--- src/rtl/wav_dfi_upd_pkg.sv ---
// Shared state encoding, update-type codes and default timing for the
// PHY-side DFI update handshake controller.
package wav_dfi_upd_pkg;

    typedef enum logic [2:0] {
        IDLE,
        CTRL_ACK,
        PHY_REQ,
        PHY_UPD,
        PHY_REL
    } upd_state_t;

    localparam logic [1:0] TYPE0 = 2'd0;
    localparam logic [1:0] TYPE1 = 2'd1;
    localparam logic [1:0] TYPE2 = 2'd2;
    localparam logic [1:0] TYPE3 = 2'd3;

    // TPHYUPD_RESP_DEF must track the tphyupd_resp value the bench assumes.
    localparam int TPHYUPD_RESP_DEF = 16;
    localparam int TPHYUPD_DUR_DEF  = 12;
    localparam int TCTRLUPD_MIN_DEF = 2;

    function automatic int cnt_width(input int resp, input int dur);
        int m;
        m = (resp > dur) ? resp : dur;
        return $clog2(m + 1);
    endfunction

endpackage

--- src/rtl/wav_dfi_upd_cnt.sv ---
// Loadable saturating up/down counter with zero flag, shared by the
// response wait, the update duration and the ctrl window length.
module wav_dfi_upd_cnt
    import wav_dfi_upd_pkg::*;
#(
    parameter int WIDTH = 5
) (
    input  logic             clock,
    input  logic             reset,
    input  logic             load,
    input  logic [WIDTH-1:0] load_val,
    input  logic             inc,
    input  logic             dec,
    output logic [WIDTH-1:0] count,
    output logic             zero
);

    // Load has priority; counting stops at either end instead of wrapping.
    always_ff @(posedge clock or posedge reset) begin
        if (reset) begin
            count <= '0;
        end else if (load) begin
            count <= load_val;
        end else if (inc && (count != {WIDTH{1'b1}})) begin
            count <= count + 1'b1;
        end else if (dec && (count != '0)) begin
            count <= count - 1'b1;
        end
    end

    assign zero = (count == '0);

endmodule

--- src/rtl/wav_dfi_upd_ctrl.sv ---
// DFI update handshake controller: acknowledges MC ctrl updates, raises PHY
// updates on request and keeps the two windows from ever overlapping.
module wav_dfi_upd_ctrl
    import wav_dfi_upd_pkg::*;
#(
    parameter int TPHYUPD_RESP = TPHYUPD_RESP_DEF,
    parameter int TPHYUPD_DUR  = TPHYUPD_DUR_DEF,
    parameter int TCTRLUPD_MIN = TCTRLUPD_MIN_DEF
) (
    input  logic       clock,
    input  logic       reset,
    input  logic       ctrlupd_req,
    output logic       ctrlupd_ack,
    output logic       phyupd_req,
    output logic [1:0] phyupd_type,
    input  logic       phyupd_ack,
    input  logic       upd_pending,
    input  logic [1:0] upd_type_in,
    output logic       upd_busy,
    output logic       ctrl_upd_ok,
    output logic       upd_done,
    output logic       upd_timeout,
    output logic       proto_err
);

    localparam int CNT_W = cnt_width(TPHYUPD_RESP, TPHYUPD_DUR);
    localparam logic [CNT_W-1:0] RESP_LAST = CNT_W'(TPHYUPD_RESP - 1);
    localparam logic [CNT_W-1:0] DUR_LOAD  = CNT_W'(TPHYUPD_DUR - 1);
    localparam logic [CNT_W-1:0] CNT_ONE   = CNT_W'(1);

    upd_state_t state;
    logic       ack_reg;
    logic       ok_reg;
    logic       req_reg;
    logic       busy_reg;
    logic       done_reg;
    logic       tmo_reg;
    logic       perr_reg;
    logic [1:0] type_reg;

    logic             cnt_load;
    logic             cnt_inc;
    logic             cnt_dec;
    logic             cnt_zero;
    logic [CNT_W-1:0] cnt_load_val;
    logic [CNT_W-1:0] cnt_val;

    wav_dfi_upd_cnt #(.WIDTH(CNT_W)) u_cnt (
        .clock    (clock),
        .reset    (reset),
        .load     (cnt_load),
        .load_val (cnt_load_val),
        .inc      (cnt_inc),
        .dec      (cnt_dec),
        .count    (cnt_val),
        .zero     (cnt_zero)
    );

    // The response wait starts at 1 so the count equals the number of
    // cycles phyupd_req has been visible to the MC.
    always_comb begin
        cnt_load     = 1'b0;
        cnt_load_val = '0;
        cnt_inc      = 1'b0;
        cnt_dec      = 1'b0;
        case (state)
            IDLE: begin
                if (ctrlupd_req) begin
                    cnt_load = 1'b1;
                end else if (upd_pending && !phyupd_ack) begin
                    cnt_load     = 1'b1;
                    cnt_load_val = CNT_ONE;
                end
            end
            CTRL_ACK: cnt_inc = 1'b1;
            PHY_REQ: begin
                if (phyupd_ack) begin
                    cnt_load     = 1'b1;
                    cnt_load_val = DUR_LOAD;
                end else begin
                    cnt_inc = 1'b1;
                end
            end
            PHY_UPD: cnt_dec = 1'b1;
            default: ;
        endcase
    end

    // upd_done is raised one cycle early so it shares the last busy cycle,
    // letting phyupd_req drop in the cycle right after the pulse.
    always_ff @(posedge clock or posedge reset) begin
        if (reset) begin
            state    <= IDLE;
            ack_reg  <= 1'b0;
            ok_reg   <= 1'b0;
            req_reg  <= 1'b0;
            busy_reg <= 1'b0;
            done_reg <= 1'b0;
            tmo_reg  <= 1'b0;
            perr_reg <= 1'b0;
            type_reg <= TYPE0;
        end else begin
            done_reg <= 1'b0;
            tmo_reg  <= 1'b0;
            perr_reg <= 1'b0;
            case (state)
                IDLE: begin
                    if (ctrlupd_req) begin
                        state    <= CTRL_ACK;
                        ack_reg  <= 1'b1;
                        busy_reg <= 1'b1;
                        ok_reg   <= (TCTRLUPD_MIN == 0);
                    end else if (upd_pending && !phyupd_ack) begin
                        state    <= PHY_REQ;
                        req_reg  <= 1'b1;
                        type_reg <= upd_type_in;
                        tmo_reg  <= (TPHYUPD_RESP == 1);
                    end
                end
                CTRL_ACK: begin
                    if (!ctrlupd_req) begin
                        state    <= IDLE;
                        ack_reg  <= 1'b0;
                        ok_reg   <= 1'b0;
                        busy_reg <= 1'b0;
                    end else begin
                        ok_reg <= ((int'(cnt_val) + 1) >= TCTRLUPD_MIN);
                    end
                end
                PHY_REQ: begin
                    if (phyupd_ack) begin
                        state    <= PHY_UPD;
                        busy_reg <= 1'b1;
                        done_reg <= (TPHYUPD_DUR == 1);
                    end else if (cnt_val == RESP_LAST) begin
                        tmo_reg <= 1'b1;
                    end
                end
                PHY_UPD: begin
                    if (cnt_zero) begin
                        state    <= PHY_REL;
                        req_reg  <= 1'b0;
                        busy_reg <= 1'b0;
                    end else if (!phyupd_ack) begin
                        state    <= PHY_REL;
                        req_reg  <= 1'b0;
                        busy_reg <= 1'b0;
                        perr_reg <= 1'b1;
                    end else if (cnt_val == CNT_ONE) begin
                        done_reg <= 1'b1;
                    end
                end
                PHY_REL: begin
                    if (!phyupd_ack) begin
                        state <= IDLE;
                    end
                end
                default: state <= IDLE;
            endcase
        end
    end

    assign ctrlupd_ack = ack_reg & ctrlupd_req;
    assign ctrl_upd_ok = ok_reg & ctrlupd_req;
    assign phyupd_req  = req_reg;
    assign phyupd_type = type_reg;
    assign upd_busy    = busy_reg;
    assign upd_done    = done_reg;
    assign upd_timeout = tmo_reg;
    assign proto_err   = perr_reg;

endmodule

--- config.mk ---
export PLATFORM = sky130hd
export DESIGN_NAME = wav_dfi_upd_ctrl
export DESIGN_NICKNAME = d
export VERILOG_FILES = /design/src/rtl/wav_dfi_upd_pkg.sv /design/src/rtl/wav_dfi_upd_cnt.sv /design/src/rtl/wav_dfi_upd_ctrl.sv
export SDC_FILE = /design/constraint.sdc
export NUM_CORES = 1
export LEC_CHECK = 0
export BUFFER_PORTS_ARGS = -buffer_cell sky130_fd_sc_hd__buf_2
export CORE_MARGIN = 4
export CORE_UTILIZATION = 27
export DETAILED_ROUTE_END_ITERATION = 10
export SLEW_MARGIN = 10
export SYNTH_ARGS = -nofsm -noshare
export SYNTH_HDL_FRONTEND = slang
export SYNTH_HIERARCHICAL = 1
export SYNTH_SLANG_ARGS = --single-unit
--- constraint.sdc ---
create_clock -name clock -period 4.56 [get_ports clock]
set_clock_uncertainty 0.2 [all_clocks]
set_input_delay 0.456 -clock clock [delete_from_list [all_inputs] [get_ports clock]]
set_output_delay 0.456 -clock clock [all_outputs]
set_load 0.02 [all_outputs]
; Word level (Yosys, flattened, before mapping)
; Cells that the tools add are included.
[totals]
reg_bits = 17
in_bits = 7
output_inout_bits = 9
word_cells = 93
[op_classes]
n_addsub = 3
magnitude_cmp = 1
eq_ne = 15
n_mux = 44
bitwise = 3
reduce_logical = 17
[op_table]
columns = op, count
row1 = $mux 1, 25
row2 = $mux 3, 7
row3 = $mux 5, 3
row4 = $pmux 3 s5, 1
row5 = $ne 2x2->1 const B, 6
row6 = $pmux 1 s2, 5
row7 = $reduce_and 5->1, 2
row8 = $pmux 4 s2, 1
row9 = $add 5x1->6 const B, 1
row10 = $eq 3x2->1 const B, 2
row11 = $ge 6x2->1 const B, 1
row12 = $ne 3x3->1 const B, 2
row13 = $reduce_and 3->1, 2
row14 = $add 5x1->5 const B, 1
row15 = $eq 5x1->1 const B, 1
row16 = $eq 5x4->1 const B, 1
row17 = $logic_not 5->1, 1
row18 = $ne 5x5->1 const B, 1
row19 = $reduce_bool 5->1, 1
row20 = $sub 5x1->5 const B, 1
row21 = $mux 4, 1
row22 = $pmux 1 s4, 1
row23 = $reduce_and 4->1, 1
row24 = $reduce_bool 2->1, 2
row25 = 10 further kinds, 13

; Logic depth before layout (Yosys ltp)
[depth]
ltp_word = 6
mapped_depth = 12
depth_no_buf = 11

; Modules after synthesis
; The synthesis kept the hierarchy.
[modules_own_cells]
columns = module, n_inst, cells_per_inst, area_per_inst_um2, seq_area_each_um2
row1 = wav_dfi_upd_ctrl, 1, 82, 787.0, 300.3
row2 = wav_dfi_upd_cnt, 1, 48, 451.7, 125.1

; Worst setup path after synthesis
; No wires, ideal clock.
[synth_path]
path_kind = register to register
startpoint = register state[1]
endpoint = register u_cnt.count[4]
setup_time_ns = 0.104
arrival_time_ns = 2.134
required_ns = 4.256
setup_slack_ns = 2.122
path_stages_with_launch = 12
path_buffers = 1
period_less_slack_ns = 2.438
cell_sequence = dfrtp_1 > buf_2 > mux2i_1 > nor2_1 > o21ai_4 > inv_1 > fa_1 > nand2b_1 > a21oi_1 > nor4b_1 > a211oi_1 > o311ai_1
[synth_between]
elab_chain_len = 5
word_cells_on_any_way = 12
cone_classes = eq/ne (3) / mux (5) / reduce/logical (4)
[synth_rtl]
columns = item, line
row1 = start: declaration, wav_dfi_upd_ctrl.sv:31  ; upd_state_t state;
row2 = start signal: assignment, wav_dfi_upd_ctrl.sv:93  ; state <= IDLE;
row3 = start signal: assignment, wav_dfi_upd_ctrl.sv:109  ; state <= CTRL_ACK;
row4 = start signal: assignment, wav_dfi_upd_ctrl.sv:114  ; state <= PHY_REQ;
row5 = $eq 3x2->1 or $eq 3x1->1 (tied branches), wav_dfi_upd_ctrl.sv:66  ; case (state)
row6 = $pmux 1 s2 (*), wav_dfi_upd_ctrl.sv:66
row7 = net cnt_inc, wav_dfi_upd_ctrl.sv:42  ; logic cnt_inc;
row8 = $logic_and 1x1->1 (*), wav_dfi_upd_cnt.sv:24  ; end else if (inc && (count != {WIDTH{1'b1}})) begin
row9 = $mux 5, wav_dfi_upd_cnt.sv:24
row10 = $mux 5, wav_dfi_upd_cnt.sv:22  ; end else if (load) begin
row11 = end signal: assignment, wav_dfi_upd_cnt.sv:23  ; count <= load_val;
row12 = end signal: assignment, wav_dfi_upd_cnt.sv:25  ; count <= count + 1'b1;
row13 = end signal: assignment, wav_dfi_upd_cnt.sv:27  ; count <= count - 1'b1;
row14 = end: declaration, wav_dfi_upd_cnt.sv:14  ; output logic [WIDTH-1:0] count,
; Mark *: on every way through the listed nets, which the timed path passes. The rest lies on a longest branch.
; A chain may end at the register's enable or synchronous reset.

; Worst setup path in the final report
; Ends and elaborated chain as after synthesis.

==> reports/metrics.cfg <==
[finish]
diodes=0
seq_area_sq_um=425
final.fill_count=478
largest_reg_flops=5
finish.utilization_pct=32.0
regMostFlops=u_cnt/count
syn_to_final_growth_pct=13.4
drive_gt1_share_pct=21.9
most-common-layout-cells=dfrtp_1, buf_2, inv_1
multi_input_area_sq_um=738
fin_nets=161
finalNonFillerCells=198
final_common_cell=dfrtp_1
design_area_sq_um=1410

[floorplan]
fp-row-count=24
core_area_sq_um=4380
dieHeight_um=75.7
die_area_sq_um=5740
die_x_um=75.7
initial_core_util_pct=28.3
ios=16

[logic_synthesis]
syn_inst=130
synth.avg_cell_area_sq_um=9.53
synth_ff_type=dfrtp_1
synth_edf_count=0
ys_warn_count=6
synthAdderAreaFrac_pct=7.68
synth_top_family_by_area=simple AND/OR/NAND/NOR gates
async_reset_ff_share_pct=100
synth_compound_area_share_pct=16.6
ys_seq_elements=17
synth_xor_area_share_pct=2.83
synth.distinct_cells=46
syn_area_sq_um=1240
muxShareOfSynthArea_pct=7.07
yosys.area_share.simple_pct=24.8
ys_seq_area_share_pct=34.3

[power]
power_density_nw_per_um2=709
leakagePower_nw=0.636
ir_drop_v=0.000400

[placement]
dpl_cell_area_sq_um=1350
routabilityCongestion=0.785
dp_cells=193
portBuffers=15
dpl.hpwl_um=1820

[cts]
clock_latency_ns=0.25
cts_resized=0
cts_tree=built
htree_levels=1
clk_path_buf_depth=2
clk_pin_slew_ns=0.07
cts.root.buffer_cell=clkbuf_8
numClockSinks=17
cts_buffers=3

[outcome]
status=completed

[timing]
fin_crit_ns=2.74
worst_slew_pin_slew_ns=0.509
timing.fmax_mhz=365
setup_viol=0
hold_violations=0
hold-worst-slack_ns=0.233
slew_violations=0
rsz0062_at_grt=false
timing.slew.headroom_pct=66.1
finalSetupTns_ns=0
post-route-period-util_pct=60.1

[routing]
dr.pass1.iters=4
vias=981
ant_nets=0
dr.first_iter.drc_count=113
finalWirelength_um=2480
wire_per_inst_um=12.5
drc=0
viasPerCell=4.95

[critical_path]
cp_num_buf_inv=1
crit_path_top_delay_cell=dfrtp_1
critPathMaxStageDelay_ns=0.63
path_delay_family=compound AO/OA/AOI/OAI gates
cp.arrival_ns=2.66
required_ns=4.48
critPathKind=reg -> reg
path_cells=mux2i_1 > nor2_1 > o21ai_4 > inv_1 > fa_1 > nand2b_1 > a21oi_1 > nor3_1 > a211oi_1 > o311ai_1
worstSetupStartpointType=flop
worstPathMaxFanout=16
critPathCaptureType=flop

[run]
cap_viol_max_count=0

[global_routing]
track_usage_pct=9.18
grt_pass1_vias=819
grt_first_pass_wirelength_um=4070
grt_antenna_before_repair=0
grt_max_degree=17
grt-ovfl-total=0

[hold_path]
hp-class=in -> reg

[layout make-up]
cell class,instances,share of cell area (%)
sequential,17,30.3
clock buffer,3,2.94
tap,52,4.63
timing repair buffer,17,6.59
multi-input combinational,98,52.5
inverter,10,2.67
clock inverter,1,0.356
[report_power, final]
group          internal, mW  switching, mW
logic                 0.277          0.284
clock network        0.0606         0.0516
registers             0.212          0.110
total                 0.550          0.446
[worst register-to-register path, stage by stage, from the launching register on]
cell      delay [ns]
dfrtp_1         0.63
mux2i_1         0.24
nor2_1          0.10
o21ai_4         0.15
inv_1           0.11
fa_1            0.40
nand2b_1        0.16
a21oi_1         0.20
nor3_1          0.08
a211oi_1        0.21
o311ai_1        0.13
[routing by layer]
metal	up-vias	track usage (%)	share of wire (%)
met4	0	1.17	0.28
met1	460	13.7	51
met5	-	0	0
met2	20	13.0	42
li1	499	-	-
met3	2	3.17	6.4
[repair_timing]
| item | in CTS | in global routing |
|---|---|---|
| setup endpoints to repair | 0 | 0 |
| endpoints found under the hold margin | 5 | 0 |
| hold buffers | 1 | 0 |
| setup buffers | 0 | 0 |
[stage by stage]
step	worst slack, ns	power [mW]
final	1.82	0.996
after global routing	1.58	1.10
after CTS	1.86	1.00
after detailed placement	1.84	0.889
after global placement	1.90	0.888
after floorplan	2.12	0.774
[synth_stat cells, types with 3 or more instances]
master    number  area, sq um
dfrtp_1       17          425
inv_1         10         37.5
nor2_1         9         33.8
nand2_1        7         26.3
ha_1           6         75.1
o21ai_0        6         30.0
a21oi_1        5         25.0
mux2_2         5         56.3
nand2b_1       5         31.3
nor3_1         4         20.0
a211oi_1       3         22.5
buf_2          3         15.0
nand3_1        3         15.0
nand3b_1       3         22.5
xnor2_1        3         26.3
[worst paths after layout]
kind	from	to	slack, ns	cells after the start
hold / removal	upd_type_in[0]	phyupd_type[0]	0.23	2
min in group asynchronous	reset	u_cnt/count[2]	0.44	3
setup / recovery	state[1]	u_cnt/count[4]	1.82	10
setup reg to reg	state[1]	u_cnt/count[4]	1.82	10
hold reg to reg	ok_reg	ok_reg	0.30	2
max in group asynchronous	reset	state[1]	3.24	3
[logic make-up after synthesis]
group,Yosys count
and+or+nand+nor,49
AOI/OAI and AO/OA,28
DFF,17
buffers and inverters,16
muxes,8
adders and majority gates,7
xor gates and xnor gates,4
other,1
(Power assumes the default switching activity.)
